[src/rtl/fetch_pkg.sv]
// Shared types and constants for the instruction fetch stage.
// Contents: FSM state enum, datapath widths, the canonical NOP encoding
// for decode, and the (instr, pc) entry carried by the instruction buffer.
package fetch_pkg;

    localparam int INSTR_W = 32;
    localparam int ADDR_W  = 32;

    // addi x0, x0, 0 -- decode may substitute this for squashed slots
    localparam logic [INSTR_W-1:0] NOP = 32'h0000_0013;

    typedef enum logic [1:0] {
        IDLE  = 2'd0,
        FETCH = 2'd1,
        HALT  = 2'd2
    } fetch_state_t;

    typedef struct packed {
        logic [INSTR_W-1:0] instr;
        logic [ADDR_W-1:0]  pc;
    } fetch_entry_t;

endpackage

[src/rtl/fetch_fifo.sv]
// Synchronous instruction buffer of fetch_entry_t.
// Ports:
//   clk, rst   - clock, synchronous active-high reset
//   flush      - drop every entry (dominates push and pop)
//   push       - write push_data at the tail
//   push_data  - entry to write
//   pop        - advance the head
//   head       - entry at the head, read from registered storage
//   count      - number of valid entries, 0..FIFO_DEPTH
// A push and a pop may coincide on a full buffer; the slot being written
// is the one being released, so the old head is still read out this cycle.
module fetch_fifo import fetch_pkg::*; #(
    parameter int FIFO_DEPTH = 2
) (
    input  logic                               clk,
    input  logic                               rst,
    input  logic                               flush,
    input  logic                               push,
    input  fetch_entry_t                       push_data,
    input  logic                               pop,
    output fetch_entry_t                       head,
    output logic [$clog2(FIFO_DEPTH+1)-1:0]    count
);

    localparam int PTR_W = $clog2(FIFO_DEPTH);
    localparam int CNT_W = $clog2(FIFO_DEPTH + 1);

    fetch_entry_t             mem_q [FIFO_DEPTH];
    logic [PTR_W-1:0]         rd_ptr_q, rd_ptr_d;
    logic [PTR_W-1:0]         wr_ptr_q, wr_ptr_d;
    logic [CNT_W-1:0]         count_q, count_d;

    // Next pointer and occupancy; pointers wrap naturally (power-of-two depth)
    always_comb begin
        rd_ptr_d = rd_ptr_q;
        wr_ptr_d = wr_ptr_q;
        count_d  = count_q;
        if (flush) begin
            rd_ptr_d = {PTR_W{1'b0}};
            wr_ptr_d = {PTR_W{1'b0}};
            count_d  = {CNT_W{1'b0}};
        end else begin
            if (push) begin
                wr_ptr_d = wr_ptr_q + {{(PTR_W-1){1'b0}}, 1'b1};
            end else begin
                wr_ptr_d = wr_ptr_q;
            end
            if (pop) begin
                rd_ptr_d = rd_ptr_q + {{(PTR_W-1){1'b0}}, 1'b1};
            end else begin
                rd_ptr_d = rd_ptr_q;
            end
            case ({push, pop})
                2'b10:   count_d = count_q + {{(CNT_W-1){1'b0}}, 1'b1};
                2'b01:   count_d = count_q - {{(CNT_W-1){1'b0}}, 1'b1};
                default: count_d = count_q;
            endcase
        end
    end

    // Pointer and occupancy registers
    always_ff @(posedge clk) begin
        if (rst) begin
            rd_ptr_q <= {PTR_W{1'b0}};
            wr_ptr_q <= {PTR_W{1'b0}};
            count_q  <= {CNT_W{1'b0}};
        end else begin
            rd_ptr_q <= rd_ptr_d;
            wr_ptr_q <= wr_ptr_d;
            count_q  <= count_d;
        end
    end

    // Entry storage; contents are meaningless while count is zero, so no reset
    always_ff @(posedge clk) begin
        if (push && !flush) begin
            mem_q[wr_ptr_q] <= push_data;
        end
    end

    assign head  = mem_q[rd_ptr_q];
    assign count = count_q;

endmodule

[src/rtl/fetch_stage.sv]
// In-order instruction fetch stage in front of a zero-latency icache.
// Ports:
//   clk, rst        - clock, synchronous active-high reset
//   imem_addr       - byte address to icache (the PC register)
//   imem_data       - icache word for imem_addr, same cycle
//   redirect_valid  - execute requests a PC change
//   redirect_pc     - redirect target (low two bits ignored)
//   out_valid       - buffer head holds an instruction
//   out_ready       - decode accepts the head
//   out_instr       - head instruction, zero when out_valid is low
//   out_pc          - head PC, zero when out_valid is low
//   halted          - fetch stopped until redirect or reset
module fetch_stage import fetch_pkg::*; #(
    parameter logic [ADDR_W-1:0] RESET_PC     = 32'h0000_0000,
    parameter int                MEM_DEP      = 64,
    parameter int                FIFO_DEPTH   = 2,
    parameter bit                HALT_ON_ZERO = 1'b1
) (
    input  logic               clk,
    input  logic               rst,
    output logic [ADDR_W-1:0]  imem_addr,
    input  logic [INSTR_W-1:0] imem_data,
    input  logic               redirect_valid,
    input  logic [ADDR_W-1:0]  redirect_pc,
    output logic               out_valid,
    input  logic               out_ready,
    output logic [INSTR_W-1:0] out_instr,
    output logic [ADDR_W-1:0]  out_pc,
    output logic               halted
);

    localparam int          CNT_W     = $clog2(FIFO_DEPTH + 1);
    // One bit wider than the PC so the bound cannot overflow
    localparam logic [32:0] MEM_BYTES = 33'(MEM_DEP) << 2;

    fetch_state_t        state_q, state_d;
    logic [ADDR_W-1:0]   pc_q, pc_d;
    logic                push_s, pop_s, flush_s, can_push_s, halt_cond_s;
    fetch_entry_t        head_s;
    logic [CNT_W-1:0]    count_s;

    assign halt_cond_s = ({1'b0, pc_q} >= MEM_BYTES) ||
                         (HALT_ON_ZERO && (imem_data == 32'h0000_0000));
    // A simultaneous pop frees the slot the push will fill
    assign can_push_s  = (count_s < CNT_W'(FIFO_DEPTH)) || (out_valid && out_ready);

    // State and PC registers
    always_ff @(posedge clk) begin
        if (rst) begin
            state_q <= IDLE;
            pc_q    <= RESET_PC;
        end else begin
            state_q <= state_d;
            pc_q    <= pc_d;
        end
    end

    // Next state and PC; redirect overrides everything below reset
    always_comb begin
        state_d = state_q;
        pc_d    = pc_q;
        if (redirect_valid) begin
            state_d = FETCH;
            pc_d    = {redirect_pc[ADDR_W-1:2], 2'b00};
        end else begin
            case (state_q)
                IDLE: begin
                    state_d = FETCH;
                end
                FETCH: begin
                    if (halt_cond_s) begin
                        state_d = HALT;
                    end else if (can_push_s) begin
                        pc_d = pc_q + 32'd4;
                    end else begin
                        pc_d = pc_q;
                    end
                end
                HALT: begin
                    state_d = HALT;
                end
                default: begin
                    state_d = IDLE;
                end
            endcase
        end
    end

    // Buffer control and status outputs
    always_comb begin
        flush_s = redirect_valid;
        pop_s   = out_valid && out_ready && !redirect_valid;
        push_s  = (state_q == FETCH) && !redirect_valid && !halt_cond_s && can_push_s;
        halted  = (state_q == HALT);
    end

    fetch_fifo #(
        .FIFO_DEPTH (FIFO_DEPTH)
    ) u_fifo (
        .clk       (clk),
        .rst       (rst),
        .flush     (flush_s),
        .push      (push_s),
        .push_data ('{instr: imem_data, pc: pc_q}),
        .pop       (pop_s),
        .head      (head_s),
        .count     (count_s)
    );

    assign imem_addr = pc_q;
    assign out_valid = (count_s != {CNT_W{1'b0}});
    assign out_instr = out_valid ? head_s.instr : 32'h0000_0000;
    assign out_pc    = out_valid ? head_s.pc    : 32'h0000_0000;

endmodule

[config.mk]
export PLATFORM = sky130hd
export DESIGN_NAME = fetch_stage
export DESIGN_NICKNAME = d
export VERILOG_FILES = /design/src/rtl/fetch_pkg.sv /design/src/rtl/fetch_fifo.sv /design/src/rtl/fetch_stage.sv
export SDC_FILE = /design/constraint.sdc
export NUM_CORES = 1
export LEC_CHECK = 0
export ABC_AREA = 1
export ABC_CLOCK_PERIOD_IN_PS = 11500
export CORE_ASPECT_RATIO = 0.9
export CORE_MARGIN = 3
export CORE_UTILIZATION = 53
export CTS_CLUSTER_SIZE = 12
export DETAILED_ROUTE_END_ITERATION = 6
export PLACE_DENSITY_LB_ADDON = 0.3
export SLEW_MARGIN = 40
export SYNTH_ARGS = -nofsm -noshare
export SYNTH_HDL_FRONTEND = slang
export SYNTH_SLANG_ARGS = --single-unit
export TNS_END_PERCENT = 1
[constraint.sdc]
create_clock -name clk -period 11.5 [get_ports clk]
set_clock_uncertainty 0.2 [all_clocks]
set_input_delay 1.15 -clock clk [delete_from_list [all_inputs] [get_ports clk]]
set_output_delay 1.15 -clock clk [all_outputs]
set_load 0.02 [all_outputs]
==> results.sh <==
export IMPL_min_from="u_fifo.rd_ptr_q$_SDFFE_PP0P_"
export IMPL_rsz0062_at_grt="false"
export IMPL_path_cells="clkdlybuf4s50_1 > nor2_1 > and2_1 > nand2_1 > nor2_1 > nand2_1 > nand3_2 > inv_1 > nand2_1 > nor2_4 > buf_4"
export IMPL_grt_pass1_wl_mm=26.2
export IMPL_cp_arrival_ns=4.47
export IMPL_numPortBuffers=159
export IMPL_crit_path_max_fanout=41
export IMPL_start_util=0.549
export IMPL_gp_congestion=0.837
export IMPL_ys_types=30
export IMPL_fin_nets=896
export IMPL_min_path_type="reg2reg"
export IMPL_rows=38
export IMPL_drcViolationCount=0
export IMPL_crit_family="simple AND/OR/NAND/NOR gates"
export IMPL_crit_required_ns=11.34
export IMPL_cts_resized=0
export IMPL_n_fill_cell=842
export IMPL_status="finished, final reports clean"
export IMPL_h_tree_depth=4
export IMPL_die_h_um=113
export IMPL_fin_crit_sh=0.402
export IMPL_hold_slack_ns=0.282
export IMPL_synth_top_family_by_area="simple AND/OR/NAND/NOR gates"
export IMPL_synthAdderAreaFrac=0.0112
export IMPL_grt_usage=0.236
export IMPL_fp_dieW_um=125
export IMPL_synthXorXnorAreaFrac=0.00392
export IMPL_maxCapViolations=0
export IMPL_fin_setup_tns_ns=0
export IMPL_period_minus_slack_ns=4.63
export IMPL_synth_compound_area_share=0.0696
export IMPL_grt_pass1_vias=5378
export IMPL_dp_hpwl_mm=10.6
export IMPL_fmax_ghz=0.216
export IMPL_final_max_slew_violation_count=0
export IMPL_leakagePower_nw=3.37
export IMPL_ir_drop_v=0.0000903
export IMPL_grt_max_degree=63
export IMPL_critical_path_class="in2reg"
export IMPL_worstSetupStartpoint="imem_data[13]"
export IMPL_cp_common_cell="nand2_1"
export IMPL_layout_commonest_cell="nand2_1"
export IMPL_cts_setup_buffers=0
export IMPL_vias=5287
export IMPL_synth_top_area_share=0.555
export IMPL_cts_clk_slew_worst_paths_ns=0.06
export IMPL_syn_area_per_cell_um2=10.0
export IMPL_critPathBufInv=3
export IMPL_netlist_instances=669
export IMPL_cts_tree="built"
export IMPL_yosys_warnings=0
export IMPL_grt_ovfl_total=0
export IMPL_r2r_start="imem_addr[29]$_SDFFE_PP0P_"
export IMPL_clk_latency_ns=0.41
export IMPL_drt_total_wl_mm=16.2
export IMPL_final_cell_mix="205 x nand2_1, 159 x clkdlybuf4s50_1, 124 x edfxtp_1"
export IMPL_area_delta_synth_final_pct=34.1
export IMPL_cts_buffer_depth=2
export IMPL_dieArea_um2=14000
export IMPL_yosys_mux_area_fraction=0.00149
export IMPL_postRouteAntennaNets=0
export IMPL_synth_simple_gate_area_frac=0.200
export IMPL_cts_root_buf="clkbuf_16"
export IMPL_critPathSlowestCell="nor2_4"
export IMPL_relSlewSlack=0.534
export IMPL_cts_buffers=17
export IMPL_ys_seq_area_frac=0.665
export IMPL_synth_seq_cells=161
export IMPL_slowest_delay_ns=0.62
export IMPL_final_hold_viol_count=0
export IMPL_numClockSinks=161
export IMPL_synth_area_um2=6710
export IMPL_antenna_found_initial=0
export IMPL_ctsHoldBuffers=0
export IMPL_n_antenna_cell=0
export IMPL_dr_pass1_iters=5
export IMPL_start_kind="primary input"
export IMPL_io_pins=166
export IMPL_yosys_area_top_type="edfxtp_1"
export IMPL_core_area_um2=12200
export IMPL_routed_via_density=5.31
export IMPL_initialDrtViolationCount=456
export IMPL_drive_gt1_frac=0.0611
export IMPL_endpoint_kind="flop"
export IMPL_setup_viol=0
export IMPL_netlist_top_cells_area="edfxtp_1 55%, nand2_1 11%, dfxtp_1 11%"
export IMPL_wl_per_cell_um=16.3
export IMPL_tightest_slew_ns=0.699
export IMPL_cellPowerDensity_nw_per_um2=140
[worst register-to-register path: stages (launching register included)]
cell and delay [ns]:
dfxtp_1 0.37, nor2_1 0.17, nand2_1 0.07, nor2_1 0.16, nand2_1 0.09, nor2_2 0.14, nand3_2 0.55, inv_1 0.25
nand2_1 0.27, nor2_4 0.62, buf_4 0.61
[registers in the layout (all words and copies together), names as in the netlist, named ones only]
name             count
u_fifo.mem_q       124
imem_addr           30
state_q              2
u_fifo.count         2
u_fifo.rd_ptr_q      1
u_fifo.wr_ptr_q      1
[layer usage]
layer / vias up / wire (um) / GRT usage
met4: 0 / 424 / 0.0993
met2: 237 / 7940 / 0.404
met5: - / 0 / 0
met1: 2487 / 6580 / 0.286
met3: 38 / 1270 / 0.0595
li1: 2525 / - / -
[synthesized netlist by cell type]
| master | count |
|---|---|
| clkinv_1 | 2 |
| buf_1 | 1 |
| a31oi_1 | 1 |
| buf_6 | 1 |
| buf_8 | 1 |
| and2_1 | 2 |
| inv_2 | 1 |
| mux2i_1 | 1 |
| xnor2_1 | 1 |
| nor2_2 | 3 |
| buf_2 | 1 |
| xor2_1 | 2 |
| a21oi_1 | 84 |
| nand4_1 | 3 |
| or2_2 | 6 |
| nand2_1 | 205 |
| buf_4 | 5 |
| clkbuf_1 | 27 |
| conb_1 | 1 |
| inv_1 | 37 |
| ha_1 | 6 |
| o21ai_0 | 8 |
| nor3_1 | 3 |
| nand3_1 | 26 |
| nand3b_1 | 6 |
| nor2_1 | 71 |
| dfxtp_1 | 37 |
| nand3_2 | 2 |
| nand2_2 | 1 |
| edfxtp_1 | 124 |
[final cells by class]
type / count / area, um2 / area share
clock inverter: 13 / 119 / 0.0132
tap: 160 / 200 / 0.0223
timing repair buffer: 167 / 1670 / 0.186
inverter: 40 / 153 / 0.0170
clock buffer: 19 / 433 / 0.0481
sequential: 161 / 4470 / 0.496
multi-input combinational: 435 / 1960 / 0.217
[kinds of logic (layout without fill, tap and decap cells)]
group	after synthesis	after routing
flip-flops	161	161
buffers and inverters	76	239
AND/OR/NAND/NOR	328	328
AO/OA/AOI/OAI	93	93
adder cells (fa/ha/maj)	6	6
multiplexers	1	1
XOR/XNOR	3	3
other	1	4
[per-stage QoR]
| stage | std cells | area (um2) | worst slack (ns) | util | power (mW) |
|---|---|---|---|---|---|
| finish | 995 | 9000 | 6.87 | 0.736 | 1.26 |
| global route | 995 | 9000 | 6.58 | 0.736 | 1.30 |
| CTS | 995 | 9000 | 6.89 | 0.736 | 1.26 |
| detailed placement | 963 | 8450 | 6.51 | 0.691 | 0.740 |
| global placement | 962 | 8420 | 6.56 | 0.689 | 0.737 |
| floorplan | 672 | 6720 | 6.41 | - | 0.692 |
[path summary, 6_finish.rpt]
path                                   endpoint  slack [ns]  depth (start not counted)
hold reg to reg                            flop        0.28                          2
hold / removal                             flop        0.28                          2
setup reg to reg  u_fifo.mem_q[0][59]$_DFFE_PP_        7.61                         10
setup / recovery  u_fifo.mem_q[0][59]$_DFFE_PP_        6.87                         11
[power breakdown]
part           total (mW)  switching (mW)  leakage [nW]  internal, mW
registers           0.645          0.0115          1.42         0.633
clock network       0.527           0.211         0.267         0.315
logic              0.0840          0.0408          1.68        0.0431
No activity file was read; power rests on OpenSTA's default activity.
